===== config.mk =====
export PLATFORM = sky130hd
export DESIGN_NAME = wb_sdram_arbiter
export DESIGN_NICKNAME = d
export VERILOG_FILES = /design/src/rtl/wb_arb_pkg.sv /design/src/rtl/rr_pick.sv /design/src/rtl/wb_sdram_arbiter.sv
export SDC_FILE = /design/constraint.sdc
export NUM_CORES = 1
export LEC_CHECK = 0
export CAP_MARGIN = 20
export CELL_PAD_IN_SITES_DETAIL_PLACEMENT = 1
export CELL_PAD_IN_SITES_GLOBAL_PLACEMENT = 1
export CORE_AREA = 2 2 180 182
export DETAILED_ROUTE_END_ITERATION = 16
export DIE_AREA = 0 0 182 184
export DONT_BUFFER_PORTS = 1
export PLACE_DENSITY_LB_ADDON = 0.1
export SKIP_CTS_REPAIR_TIMING = 1
export SLEW_MARGIN = 5
export SYNTH_ARGS = -nofsm -noshare
export SYNTH_HDL_FRONTEND = slang
export SYNTH_SLANG_ARGS = --single-unit

===== constraint.sdc =====
create_clock -name wb_clk_i -period 2.5 [get_ports wb_clk_i]
set_input_delay 0.25 -clock wb_clk_i [delete_from_list [all_inputs] [get_ports wb_clk_i]]
set_output_delay 0.25 -clock wb_clk_i [all_outputs]
set_load 0.05 [all_outputs]

===== src/rtl/wb_arb_pkg.sv =====
// Shared definitions for the Wishbone SDRAM arbiter: cycle-type encodings and FSM state.
package wb_arb_pkg;

  localparam logic [2:0] CTI_CLASSIC = 3'b000;
  localparam logic [2:0] CTI_INC     = 3'b010;
  localparam logic [2:0] CTI_EOB     = 3'b111;

  typedef enum logic [0:0] {
    ArbIdle,
    ArbOwned
  } arb_state_e;

endpackage


===== src/rtl/rr_pick.sv =====
// Combinational round-robin picker: first requester at or after (last_i + 1) mod NUM_MASTERS.
module rr_pick #(
  parameter int unsigned NUM_MASTERS = 4,
  parameter int unsigned IW          = $clog2(NUM_MASTERS)
) (
  input  logic [NUM_MASTERS-1:0] req_i,
  input  logic [IW-1:0]          last_i,
  output logic [NUM_MASTERS-1:0] gnt_o,
  output logic [IW-1:0]          idx_o,
  output logic                   valid_o
);

  logic [IW-1:0] k;
  logic          found;

  always_comb begin
    gnt_o   = '0;
    idx_o   = last_i;
    valid_o = 1'b0;
    found   = 1'b0;
    k       = '0;
    for (int i = 1; i <= int'(NUM_MASTERS); i++) begin
      k = IW'((int'(last_i) + i) % int'(NUM_MASTERS));
      if (!found && req_i[k]) begin
        found    = 1'b1;
        gnt_o[k] = 1'b1;
        idx_o    = k;
        valid_o  = 1'b1;
      end
    end
  end

endmodule


===== src/rtl/wb_sdram_arbiter.sv =====
// Round-robin Wishbone B3 arbiter sharing one SDRAM controller port, grant held for a whole
// cycle (cyc), with a per-grant watchdog that converts a stalled slave into a bus error.
module wb_sdram_arbiter
  import wb_arb_pkg::*;
#(
  parameter int unsigned NUM_MASTERS    = 4,
  parameter int unsigned AW             = 32,
  parameter int unsigned DW             = 32,
  parameter int unsigned TIMEOUT_CYCLES = 1024
) (
  input  logic                        wb_clk_i,
  input  logic                        wb_rst_n_i,
  input  logic [NUM_MASTERS*AW-1:0]   wbm_adr_i,
  input  logic [NUM_MASTERS*DW-1:0]   wbm_dat_i,
  input  logic [NUM_MASTERS*DW/8-1:0] wbm_sel_i,
  input  logic [NUM_MASTERS-1:0]      wbm_we_i,
  input  logic [NUM_MASTERS-1:0]      wbm_cyc_i,
  input  logic [NUM_MASTERS-1:0]      wbm_stb_i,
  input  logic [NUM_MASTERS*3-1:0]    wbm_cti_i,
  input  logic [NUM_MASTERS*2-1:0]    wbm_bte_i,
  output logic [DW-1:0]               wbm_dat_o,
  output logic [NUM_MASTERS-1:0]      wbm_ack_o,
  output logic [NUM_MASTERS-1:0]      wbm_err_o,
  output logic [NUM_MASTERS-1:0]      wbm_rty_o,
  output logic [AW-1:0]               wbs_adr_o,
  output logic [DW-1:0]               wbs_dat_o,
  output logic [DW/8-1:0]             wbs_sel_o,
  output logic                        wbs_we_o,
  output logic                        wbs_cyc_o,
  output logic                        wbs_stb_o,
  output logic [2:0]                  wbs_cti_o,
  output logic [1:0]                  wbs_bte_o,
  input  logic [DW-1:0]               wbs_dat_i,
  input  logic                        wbs_ack_i,
  input  logic                        wbs_err_i,
  input  logic                        wbs_rty_i,
  output logic [NUM_MASTERS-1:0]      grant_o,
  output logic                        timeout_o
);

  localparam int unsigned IW = $clog2(NUM_MASTERS);
  localparam int unsigned CW = $clog2(TIMEOUT_CYCLES);
  localparam int unsigned SW = DW / 8;

  arb_state_e             state_q, state_d;
  logic [NUM_MASTERS-1:0] grant_q, grant_d;
  logic [IW-1:0]          last_q, last_d;
  logic [CW-1:0]          cnt_q, cnt_d;

  logic [NUM_MASTERS-1:0] pick_gnt;
  logic [IW-1:0]          pick_idx;
  logic                   pick_valid;

  logic [AW-1:0] o_adr;
  logic [DW-1:0] o_dat;
  logic [SW-1:0] o_sel;
  logic          o_we, o_cyc, o_stb;
  logic [2:0]    o_cti;
  logic [1:0]    o_bte;

  logic owned, slv_resp, fire;

  rr_pick #(
    .NUM_MASTERS (NUM_MASTERS),
    .IW          (IW)
  ) u_rr_pick (
    .req_i   (wbm_cyc_i),
    .last_i  (last_q),
    .gnt_o   (pick_gnt),
    .idx_o   (pick_idx),
    .valid_o (pick_valid)
  );

  // last_q doubles as the owner index while OWNED.
  always_comb begin
    o_adr = '0;
    o_dat = '0;
    o_sel = '0;
    o_we  = 1'b0;
    o_cyc = 1'b0;
    o_stb = 1'b0;
    o_cti = '0;
    o_bte = '0;
    for (int k = 0; k < int'(NUM_MASTERS); k++) begin
      if (IW'(k) == last_q) begin
        o_adr = wbm_adr_i[k*AW +: AW];
        o_dat = wbm_dat_i[k*DW +: DW];
        o_sel = wbm_sel_i[k*SW +: SW];
        o_we  = wbm_we_i[k];
        o_cyc = wbm_cyc_i[k];
        o_stb = wbm_stb_i[k];
        o_cti = wbm_cti_i[k*3 +: 3];
        o_bte = wbm_bte_i[k*2 +: 2];
      end
    end
  end

  assign owned    = (state_q == ArbOwned);
  assign slv_resp = wbs_ack_i | wbs_err_i | wbs_rty_i;
  // A slave response in the expiry cycle takes precedence over the watchdog.
  assign fire     = owned & o_cyc & o_stb & ~slv_resp & (cnt_q == CW'(TIMEOUT_CYCLES - 1));

  always_comb begin
    wbm_dat_o = wbs_dat_i;
    wbm_ack_o = '0;
    wbm_err_o = '0;
    wbm_rty_o = '0;
    wbs_adr_o = '0;
    wbs_dat_o = '0;
    wbs_sel_o = '0;
    wbs_we_o  = 1'b0;
    wbs_cyc_o = 1'b0;
    wbs_stb_o = 1'b0;
    wbs_cti_o = '0;
    wbs_bte_o = '0;
    timeout_o = 1'b0;
    if (owned) begin
      wbs_adr_o = o_adr;
      wbs_dat_o = o_dat;
      wbs_sel_o = o_sel;
      wbs_we_o  = o_we;
      wbs_cyc_o = o_cyc & ~fire;
      wbs_stb_o = o_stb & ~fire;
      wbs_cti_o = o_cti;
      wbs_bte_o = o_bte;
      wbm_ack_o = grant_q & {NUM_MASTERS{wbs_ack_i}};
      wbm_err_o = grant_q & {NUM_MASTERS{wbs_err_i | fire}};
      wbm_rty_o = grant_q & {NUM_MASTERS{wbs_rty_i}};
      timeout_o = fire;
    end
  end

  always_comb begin
    state_d = state_q;
    grant_d = grant_q;
    last_d  = last_q;
    cnt_d   = cnt_q;
    unique case (state_q)
      ArbIdle: begin
        cnt_d = '0;
        if (pick_valid) begin
          state_d = ArbOwned;
          grant_d = pick_gnt;
          last_d  = pick_idx;
        end
      end
      ArbOwned: begin
        if (!o_cyc) begin
          state_d = ArbIdle;
          grant_d = '0;
          cnt_d   = '0;
        end else if (slv_resp || !o_stb || fire) begin
          cnt_d = '0;
        end else begin
          cnt_d = cnt_q + 1'b1;
        end
      end
      default: begin
        state_d = ArbIdle;
        grant_d = '0;
        cnt_d   = '0;
      end
    endcase
  end

  always_ff @(posedge wb_clk_i) begin
    if (!wb_rst_n_i) begin
      state_q <= ArbIdle;
      grant_q <= '0;
      last_q  <= IW'(NUM_MASTERS - 1);
      cnt_q   <= '0;
    end else begin
      state_q <= state_d;
      grant_q <= grant_d;
      last_q  <= last_d;
      cnt_q   <= cnt_d;
    end
  end

  assign grant_o = grant_q;

endmodule


==> results of run 1 <==
state kept, by name, indices dropped and copies added, names as in the netlist:
register	count
owned	1
last_q	2
grant_o	4
cnt_q	10
worst max path at each step:
stage / start / end / slack (ns)
floorplan: last_q[0]$_SDFFE_PN1P_ / wbs_stb_o / -0.009
global placement: last_q[1]$_SDFFE_PN1P_ / wbm_err_o[1] / 0.22
detailed placement: last_q[1]$_SDFFE_PN1P_ / wbm_err_o[1] / 0.17
CTS: last_q[1]$_SDFFE_PN1P_ / wbm_err_o[1] / -0.12
global route: last_q[0]$_SDFFE_PN1P_ / wbm_err_o[1] / -0.01
finish: last_q[1]$_SDFFE_PN1P_ / wbs_adr_o[5] / 0.10
cells in the mapped netlist, types with 2 or more instances:
| master | n | area (um^2) |
|---|---|---|
| and2_0 | 5 | 31.3 |
| o21ai_1 | 3 | 15.0 |
| a311oi_1 | 4 | 35.0 |
| dfxtp_1 | 17 | 340 |
| nor2_1 | 6 | 22.5 |
| a221o_1 | 74 | 741 |
| nand4_1 | 3 | 18.8 |
| inv_1 | 11 | 41.3 |
| nor2b_1 | 2 | 12.5 |
| o21ai_0 | 8 | 40.0 |
| and3_1 | 10 | 62.6 |
| buf_1 | 7 | 26.3 |
| nand2b_1 | 2 | 12.5 |
| mux4_2 | 2 | 45.0 |
| nor3b_1 | 4 | 30.0 |
| a21oi_1 | 83 | 415 |
| o211ai_1 | 76 | 571 |
| ha_1 | 9 | 113 |
| nand3b_1 | 4 | 30.0 |
| buf_2 | 8 | 40.0 |
| o31ai_1 | 5 | 37.5 |
| nand2_1 | 81 | 304 |
| or3_1 | 2 | 12.5 |
| buf_4 | 32 | 240 |
| nand3_1 | 7 | 35.0 |
| nor3_1 | 2 | 10.0 |
| and4_1 | 2 | 17.5 |
| clkbuf_1 | 49 | 184 |
| xor2_1 | 7 | 61.3 |
| nor4_1 | 11 | 68.8 |
worst max-delay path, stage by stage (launching register included):
cell	delay [ns]
dfxtp_4	0.37
inv_4	0.11
ha_4	0.17
nor2b_4	0.21
buf_12	0.13
clkbuf_16	0.21
a221o_1	0.17
o211ai_1	0.12
a21oi_2	0.22
buf_12	0.16
cell type report:
cell class                 count  area (um^2)  share of cell area
antenna                        1         2.50            0.000394
clock buffer                   3         75.1              0.0118
clock inverter                 1         7.51             0.00118
inverter                      11         48.8             0.00768
multi-input combinational    429         3360               0.528
sequential                    17          348              0.0547
tap                          402          503              0.0791
timing repair buffer         120         2010               0.317
power by group through the flow:
stage | Combinational [mW] | Sequential, mW | Clock [mW]
2_1_floorplan | 4.16 | 0.441 | 0
3_3_place_gp | 6.66 | 0.425 | 0
3_5_place_dp | 6.75 | 0.431 | 0
4_1_cts | 6.76 | 0.424 | 0.354
5_1_grt | 7.24 | 0.415 | 0.364
6_report | 6.79 | 0.409 | 0.343
logic make-up (layout without fill, tap and decap cells):
kind of cell,Yosys count,after routing,share of synthesized area
other cells,0,1,0
xor+xnor,8,8,0.0184
flops,17,17,0.0892
fa+ha+maj,9,9,0.0295
simple gates,146,146,0.186
compound gates,261,261,0.510
mux,5,5,0.0243
buf+inv,108,135,0.142
per-layer routing:
layer,routed length [um],up-vias
met3,1310,34
met4,469,0
met5,0,-
met2,13200,213
li1,-,2201
met1,9350,2386
metrics by stage:
stage / instance area, um^2 / power (mW) / instances / hold WS [ns]
after global routing: 6360 / 8.02 / 984 / 0.0870
after CTS: 6240 / 7.54 / 978 / 0.0664
after floorplan: 4210 / 4.60 / 554 / 0.329
after global placement: 6160 / 7.09 / 974 / 0.341
final: 6360 / 7.54 / 984 / 0.0709
after detailed placement: 6160 / 7.18 / 974 / 0.339
==> flow_summary.html, run 1 <==
<table>
<tr><th>Metric</th><th>Value</th></tr>
<tr><th colspan="2">Status</th></tr>
<tr><td>Run status</td><td>finished, final reports clean</td></tr>
<tr><th colspan="2">Setup path</th></tr>
<tr><td>Worst R2R Path Depth</td><td>7</td></tr>
<tr><td>Worst setup slack for register-to-register paths</td><td>0.45 ns</td></tr>
<tr><td>Worst endpoint data arrival time</td><td>2.15 ns</td></tr>
<tr><td>Critical path peak fanout</td><td>29</td></tr>
<tr><td>Startpoint class of the critical path</td><td>flop</td></tr>
<tr><td>Startpoint of the most critical register-to-register path</td><td>last_q[1]$_SDFFE_PN1P_</td></tr>
<tr><td>RR Endpoint</td><td>cnt_q[7]$_SDFF_PP0_</td></tr>
<tr><td>Critical Path RT</td><td>2.25 ns</td></tr>
<tr><td>Setup Crit Path Kind</td><td>reg2out</td></tr>
<tr><td>Sort of element at the end of the critical path</td><td>output port</td></tr>
<tr><th colspan="2">Timing</th></tr>
<tr><td>Setup Viol. Count Final</td><td>0</td></tr>
<tr><td>Number of max-slew violations in the final report</td><td>0</td></tr>
<tr><td>Worst slew margin relative to its limit</td><td>0.550</td></tr>
<tr><td>Least-Margin Pin Slew</td><td>0.674 ns</td></tr>
<tr><td>Crit path time final</td><td>2.40 ns</td></tr>
<tr><td>Tcrit/Tclk final</td><td>0.959</td></tr>
<tr><td>Final critical-path setup slack</td><td>0.102 ns</td></tr>
<tr><td>Total count of hold-check failures in the final report</td><td>0</td></tr>
<tr><td>Highest attainable clock frequency</td><td>417 MHz</td></tr>
<tr><td>Fin Setup TNS</td><td>0 ns</td></tr>
<tr><td>Setup skew after layout</td><td>0.0106 ns</td></tr>
<tr><th colspan="2">Logic synthesis</th></tr>
<tr><td>Post-synthesis instance total</td><td>554</td></tr>
<tr><td>Post-synthesis sequential area ratio</td><td>0.0892</td></tr>
<tr><td>Post-synth net total</td><td>904</td></tr>
<tr><td>Post-Syn Area</td><td>approximately 3800 um^2</td></tr>
<tr><td>Most frequently used flop master after synthesis</td><td>dfxtp_1</td></tr>
<tr><td>Number of distinct library cell variants in the gate-level netlist after synthesis</td><td>48</td></tr>
<tr><td>Number of synthesized register bits</td><td>17</td></tr>
<tr><td>Number of enable flip-flop cells after synthesis</td><td>0</td></tr>
<tr><td>Share of async-settable or async-resettable flops after synthesis</td><td>0</td></tr>
<tr><td>Average cell area after synthesis</td><td>about 6.9 um^2</td></tr>
<tr><td>Yosys warns</td><td>0</td></tr>
<tr><th colspan="2">Power</th></tr>
<tr><td>Comb power frac</td><td>0.900</td></tr>
<tr><td>Power Internal</td><td>3.31 mW</td></tr>
<tr><td>Share of total power in sequential cells</td><td>0.054</td></tr>
<tr><td>Switching portion of total power</td><td>0.561</td></tr>
<tr><td>Fraction of power consumed by the clock network</td><td>0.045</td></tr>
<tr><td>Largest voltage drop on the vdd net</td><td>0.000318 V</td></tr>
<tr><td>Leakage power</td><td>2.05 nW</td></tr>
<tr><td>Cell area power density</td><td>1190 nW/um^2</td></tr>
<tr><td>Switching power of the nets</td><td>4.23 mW</td></tr>
<tr><th colspan="2">Placement</th></tr>
<tr><td>Pre-CTS setup slack</td><td>0.170 ns</td></tr>
<tr><td>Input/output buffers</td><td>0</td></tr>
<tr><td>Post-detail-place hpwl</td><td>roughly 20000 um</td></tr>
<tr><td>Routability-driven placement congestion ratio</td><td>approximately 0.82</td></tr>
<tr><th colspan="2">Clocking</th></tr>
<tr><td>Master cell of the clock root buffer</td><td>clkbuf_16</td></tr>
<tr><td>Clock-pin slew on the worst setup and hold paths</td><td>0.06 ns</td></tr>
<tr><td>Sinks on the clock net</td><td>17</td></tr>
<tr><td>TritonCTS clock tree</td><td>done</td></tr>
<tr><td>Buffer depth of the longest clock path</td><td>2</td></tr>
<tr><td>Later-pin clock latency in the skew report</td><td>approximately 0.26 ns</td></tr>
<tr><td>Total clock buffers created by CTS</td><td>3</td></tr>
<tr><td>Level count of the clock H-tree</td><td>1</td></tr>
<tr><th colspan="2">Global routing</th></tr>
<tr><td>Pin count of the biggest net entering global routing</td><td>59</td></tr>
<tr><td>Met1 track demand over resource</td><td>0.155</td></tr>
<tr><td>Overflow after GRT</td><td>0</td></tr>
<tr><td>GR met3 Demand/Resource</td><td>0.0178</td></tr>
<tr><td>Via count of the first global-routing pass</td><td>approximately 5000</td></tr>
<tr><td>Number of antenna violations at the first check in global routing</td><td>1</td></tr>
<tr><td>Met2 demand-to-capacity share in global routing</td><td>0.251</td></tr>
<tr><td>Gr busiest metal</td><td>met2</td></tr>
<tr><td>GRT Util Overall</td><td>0.132</td></tr>
<tr><td>Global-route wire length before repair</td><td>33500 um</td></tr>
<tr><th colspan="2">Layout</th></tr>
<tr><td>Synth-to-layout area growth</td><td>66.6%</td></tr>
<tr><td>Most frequent cells in the layout</td><td>86 x buf_12, 81 x nand2_1, 76 x o211ai_1</td></tr>
<tr><td>Final standard cell utilization of the core</td><td>0.202</td></tr>
<tr><td>Fraction of final layout cells with drive strength greater than 1</td><td>0.389</td></tr>
<tr><td>Final-stage net count</td><td>932</td></tr>
<tr><td>Number of filler cells placed in the layout</td><td>3667</td></tr>
<tr><td>Most common cell after layout, fill and taps aside</td><td>buf_12</td></tr>
<tr><th colspan="2">Routing</th></tr>
<tr><td>Number of iterations in the first detailed-routing pass</td><td>4</td></tr>
<tr><td>DRC violations left</td><td>0</td></tr>
<tr><td>Vias after detailed routing</td><td>just under 5000</td></tr>
<tr><td>Total wire length</td><td>24400 um</td></tr>
<tr><td>Average detailed-routed wire length per instance</td><td>24.8 um</td></tr>
<tr><td>Initial detailed-routing violation count</td><td>about 170</td></tr>
<tr><td>Antenna violation net count after detailed routing</td><td>0</td></tr>
<tr><td>Average via count per standard cell</td><td>4.91</td></tr>
<tr><th colspan="2">Worst hold path</th></tr>
<tr><td>Number of cells on the worst hold path</td><td>1</td></tr>
<tr><td>Worst hold path startpoint</td><td>wb_rst_n_i</td></tr>
<tr><td>Kind of path behind the tightest hold check</td><td>in2reg</td></tr>
<tr><td>Hold endpoint</td><td>last_q[1]$_SDFFE_PN1P_</td></tr>
<tr><th colspan="2">Die</th></tr>
<tr><td>DIE AREA</td><td>33500 um^2</td></tr>
<tr><td>Horiz. Die Dim</td><td>about 180 um</td></tr>
<tr><td>Ports</td><td>466</td></tr>
<tr><td>Placeable Area</td><td>31400 um^2</td></tr>
<tr><td>Effective utilization at floorplan</td><td>0.122</td></tr>
<tr><td>Row count</td><td>65</td></tr>
<tr><td>Overall die height</td><td>around 180 um</td></tr>
<tr><th colspan="2">Flow run</th></tr>
<tr><td># Max-Cap Violations</td><td>0</td></tr>
</table>
Power figures use the tool's default switching activity.
==> run 2: changes to the inputs <==
--- a/config.mk
+++ b/config.mk
@@ -5,12 +5,11 @@
 export SDC_FILE = /design/constraint.sdc
 export NUM_CORES = 1
 export LEC_CHECK = 0
+export ABC_AREA = 1
 export CAP_MARGIN = 20
-export CELL_PAD_IN_SITES_DETAIL_PLACEMENT = 1
-export CELL_PAD_IN_SITES_GLOBAL_PLACEMENT = 1
-export CORE_AREA = 2 2 180 182
+export CORE_AREA = 2 2 182 184
 export DETAILED_ROUTE_END_ITERATION = 16
-export DIE_AREA = 0 0 182 184
+export DIE_AREA = 0 0 184 186
 export DONT_BUFFER_PORTS = 1
 export PLACE_DENSITY_LB_ADDON = 0.1
 export SKIP_CTS_REPAIR_TIMING = 1
==> run 2 against run 1 <==
- maximum frequency is 0.80% higher
- clock-buffer cell count is 1 higher
- final cell count is 17% higher
- register-to-register slack better by 0.15 ns
- hold slack better by 0.022 ns
- via count is 4.3% higher
==> flow_summary.html, run 2 <==
<table>
<tr><th>Metric</th><th>Value</th></tr>
<tr><th colspan="2">Clocking</th></tr>
<tr><td>Later-pin clock latency in the skew report</td><td>0.25 ns</td></tr>
<tr><td>Total clock buffers created by CTS</td><td>3</td></tr>
<tr><td>Sinks on the clock net</td><td>17</td></tr>
<tr><td>TritonCTS clock tree</td><td>done</td></tr>
<tr><td>Buffer depth of the longest clock path</td><td>2</td></tr>
<tr><td>Clock-pin slew on the worst setup and hold paths</td><td>about 0.060 ns</td></tr>
<tr><td>Master cell of the clock root buffer</td><td>clkbuf_16</td></tr>
<tr><td>Level count of the clock H-tree</td><td>1</td></tr>
<tr><th colspan="2">Power</th></tr>
<tr><td>Largest voltage drop on the vdd net</td><td>0.000324 V</td></tr>
<tr><td>Post-layout total power</td><td>10.0 mW</td></tr>
<tr><td>Cell area power density</td><td>about 1600 nW/um^2</td></tr>
<tr><td>Leakage power</td><td>2.43 nW</td></tr>
<tr><th colspan="2">Layout</th></tr>
<tr><td>Most frequent cells in the layout</td><td>137 x o21ai_0, 123 x nand2_1, 75 x buf_12</td></tr>
<tr><td>Register containing the most flip-flops in the final layout</td><td>cnt_q</td></tr>
<tr><td>Synth-to-layout area growth</td><td>62.4%</td></tr>
<tr><td>Final standard cell utilization of the core</td><td>0.197</td></tr>
<tr><td>Most common cell after layout, fill and taps aside</td><td>o21ai_0</td></tr>
<tr><td>Area used by multi-input combinational logic</td><td>roughly 3200 um^2</td></tr>
<tr><td>Fraction of final layout cells with drive strength greater than 1</td><td>0.335</td></tr>
<tr><td>Number of filler cells placed in the layout</td><td>3634</td></tr>
<tr><td>Non-filler instance count after layout</td><td>1147</td></tr>
<tr><td>Max reg flops</td><td>10</td></tr>
<tr><td>Final-stage net count</td><td>1083</td></tr>
<tr><td>Area occupied by registers</td><td>347 um^2</td></tr>
<tr><td>Final instance area</td><td>~6300 um^2</td></tr>
<tr><th colspan="2">Logic synthesis</th></tr>
<tr><td>Number of synthesized register bits</td><td>17</td></tr>
<tr><td>Fraction of synthesized cell area taken by the top area cell type</td><td>0.182</td></tr>
<tr><td>Number of enable flip-flop cells after synthesis</td><td>0</td></tr>
<tr><td>Post-synthesis instance total</td><td>681</td></tr>
<tr><td>Post-synthesis sequential area ratio</td><td>0.0872</td></tr>
<tr><td>Number of distinct library cell variants in the gate-level netlist after synthesis</td><td>29</td></tr>
<tr><td>Share of async-settable or async-resettable flops after synthesis</td><td>0</td></tr>
<tr><td>Biggest area contributors in the synthesized netlist</td><td>o21ai_0 18%, a22oi_1 14%, nand2_1 12%</td></tr>
<tr><td>Average cell area after synthesis</td><td>roughly 5.7 um^2</td></tr>
<tr><td>Post-Syn Area</td><td>3900 um^2</td></tr>
<tr><td>Largest area contributor in the synthesized netlist</td><td>o21ai_0</td></tr>
<tr><td>Most frequently used flop master after synthesis</td><td>dfxtp_1</td></tr>
<tr><td>Post-synth net total</td><td>1031</td></tr>
<tr><td>Library cell with the highest instance count after synthesis</td><td>o21ai_0</td></tr>
<tr><td>Leading post-synthesis cells by instance count</td><td>142 x o21ai_0, 125 x nand2_1, 85 x a21oi_1</td></tr>
<tr><td>Yosys warns</td><td>0</td></tr>
<tr><th colspan="2">Timing</th></tr>
<tr><td>Least-Margin Pin Slew</td><td>approximately 0.48 ns</td></tr>
<tr><td>Tcrit/Tclk final</td><td>0.951</td></tr>
<tr><td>Setup skew after layout</td><td>0.00691 ns</td></tr>
<tr><td>Setup Viol. Count Final</td><td>0</td></tr>
<tr><td>Unrepaired setup endpoints after global routing</td><td>false</td></tr>
<tr><td>Worst slew margin relative to its limit</td><td>0.677</td></tr>
<tr><td>Highest attainable clock frequency</td><td>420 MHz</td></tr>
<tr><td>Number of max-slew violations in the final report</td><td>0</td></tr>
<tr><td>Crit path time final</td><td>2.38 ns</td></tr>
<tr><td>Total count of hold-check failures in the final report</td><td>0</td></tr>
<tr><th colspan="2">Setup path</th></tr>
<tr><td>Critical path peak fanout</td><td>20</td></tr>
<tr><td>Worst endpoint data arrival time</td><td>about 2.1 ns</td></tr>
<tr><td>Worst setup slack for register-to-register paths</td><td>roughly 0.6 ns</td></tr>
<tr><td>Setup Crit Path Kind</td><td>reg2out</td></tr>
<tr><td>Worst R2R Path Depth</td><td>10</td></tr>
<tr><td>Critical Path RT</td><td>2.25 ns</td></tr>
<tr><td>Critical Path End</td><td>wbs_dat_o[13]</td></tr>
<tr><td>RR Endpoint</td><td>last_q[1]$_SDFFE_PN1P_</td></tr>
<tr><td>Startpoint class of the critical path</td><td>flop</td></tr>
<tr><td>Startpoint of the most critical register-to-register path</td><td>last_q[0]$_SDFFE_PN1P_</td></tr>
<tr><td>Sort of element at the end of the critical path</td><td>output port</td></tr>
<tr><td>Launch point of the critical path</td><td>last_q[1]$_SDFFE_PN1P_</td></tr>
<tr><th colspan="2">Die</th></tr>
<tr><td>Placeable Area</td><td>32200 um^2</td></tr>
<tr><td>Effective utilization at floorplan</td><td>0.121</td></tr>
<tr><td>Row count</td><td>66</td></tr>
<tr><td>Overall die height</td><td>186 um</td></tr>
<tr><td>Ports</td><td>466</td></tr>
<tr><td>Horiz. Die Dim</td><td>184 um</td></tr>
<tr><td>DIE AREA</td><td>34200 um^2</td></tr>
<tr><th colspan="2">Global routing</th></tr>
<tr><td>Global-route wire length before repair</td><td>between 30000 and 40000 um</td></tr>
<tr><td>Number of antenna violations at the first check in global routing</td><td>11</td></tr>
<tr><td>Overflow after GRT</td><td>0</td></tr>
<tr><td>GRT Util Overall</td><td>0.127</td></tr>
<tr><td>Pin count of the biggest net entering global routing</td><td>52</td></tr>
<tr><td>Via count of the first global-routing pass</td><td>4660</td></tr>
<tr><th colspan="2">Placement</th></tr>
<tr><td>Placement Cell Area</td><td>6030 um^2</td></tr>
<tr><td>Cell Count Post-Placement</td><td>about 1100</td></tr>
<tr><td>Post-detail-place hpwl</td><td>slightly above 20000 um</td></tr>
<tr><td>Input/output buffers</td><td>0</td></tr>
<tr><td>Routability-driven placement congestion ratio</td><td>0.825</td></tr>
<tr><th colspan="2">Routing</th></tr>
<tr><td>Number of iterations in the first detailed-routing pass</td><td>4</td></tr>
<tr><td>Vias after detailed routing</td><td>5040</td></tr>
<tr><td>Average detailed-routed wire length per instance</td><td>between 20 and 25 um</td></tr>
<tr><td>Initial detailed-routing violation count</td><td>220</td></tr>
<tr><td>DRC violations left</td><td>0</td></tr>
<tr><td>Total wire length</td><td>24600 um</td></tr>
<tr><td>Average via count per standard cell</td><td>between 4 and 5</td></tr>
<tr><td>Antenna violation net count after detailed routing</td><td>0</td></tr>
<tr><th colspan="2">Worst hold path</th></tr>
<tr><td>Kind of path behind the tightest hold check</td><td>in2reg</td></tr>
<tr><th colspan="2">Flow run</th></tr>
<tr><td># Max-Cap Violations</td><td>0</td></tr>
<tr><th colspan="2">Status</th></tr>
<tr><td>Run status</td><td>finished, final reports clean</td></tr>
</table>
## run 2: worst min-delay path by stage
stage | cells past startpoint | slack, ns | start | endpoint
floorplan | 1 | 0.32 | wb_rst_n_i | last_q[1]$_SDFFE_PN1P_
global placement | 1 | 0.36 | wb_rst_n_i | last_q[1]$_SDFFE_PN1P_
detailed placement | 1 | 0.36 | wb_rst_n_i | last_q[0]$_SDFFE_PN1P_
CTS | 1 | 0.1 | wb_rst_n_i | last_q[0]$_SDFFE_PN1P_
global route | 1 | 0.09 | wb_rst_n_i | last_q[1]$_SDFFE_PN1P_
finish | 1 | 0.09 | wb_rst_n_i | last_q[0]$_SDFFE_PN1P_
## run 2: per-layer routing
layer	vias up	GRT usage	routed length [um]	share of wire
met5	-	0	50	0.0020
met4	8	0.0221	422	0.017
met3	26	0.0323	1880	0.077
met2	206	0.234	12700	0.52
met1	2319	0.149	9490	0.39
li1	2481	-	-	-
## run 2: cells by family after synthesis
kind of cell | Yosys count | share of synthesized area
AOI/OAI and AO/OA | 311 | 0.449
xor gates and xnor gates | 8 | 0.0180
adders and majority gates | 9 | 0.0289
buffers and inverters | 123 | 0.167
DFF | 17 | 0.0872
and+or+nand+nor | 213 | 0.250
## run 2: report_power, final
group          switching, mW  internal (mW)  total [mW]
sequential            0.0440          0.323       0.367
clock                  0.111          0.217       0.328
combinational           5.78           3.53        9.31
total                   5.94           4.07        10.0
## run 2: area by class of cell
| type | instances | area share |
|---|---|---|
| flip-flops and latches | 17 | 0.0547 |
| clock buffers | 4 | 0.0124 |
| multi-input cells | 541 | 0.506 |
| diodes | 7 | 0.00277 |
| well taps | 408 | 0.0806 |
| repair buffers | 139 | 0.322 |
| inverters | 31 | 0.0215 |
## run 2: worst max-delay path, cell delays in order (launching register included)
cell	delay, ns
dfxtp_4	0.37
inv_6	0.07
ha_2	0.18
inv_1	0.06
nor2_4	0.19
buf_12	0.17
buf_12	0.15
a22oi_1	0.11
nand2_1	0.08
o21ai_0	0.12
a21oi_2	0.21
buf_12	0.16
## run 2: per-stage QoR
stage	hold WS, ns	setup TNS, ns	setup slack, ns
final	0.0926	0	0.121
after global routing	0.0879	0	0.00846
after CTS	0.0958	-4.23	-0.179
after detailed placement	0.358	0	0.103
after global placement	0.361	0	0.0867
after floorplan	0.319	-0.315	-0.0716
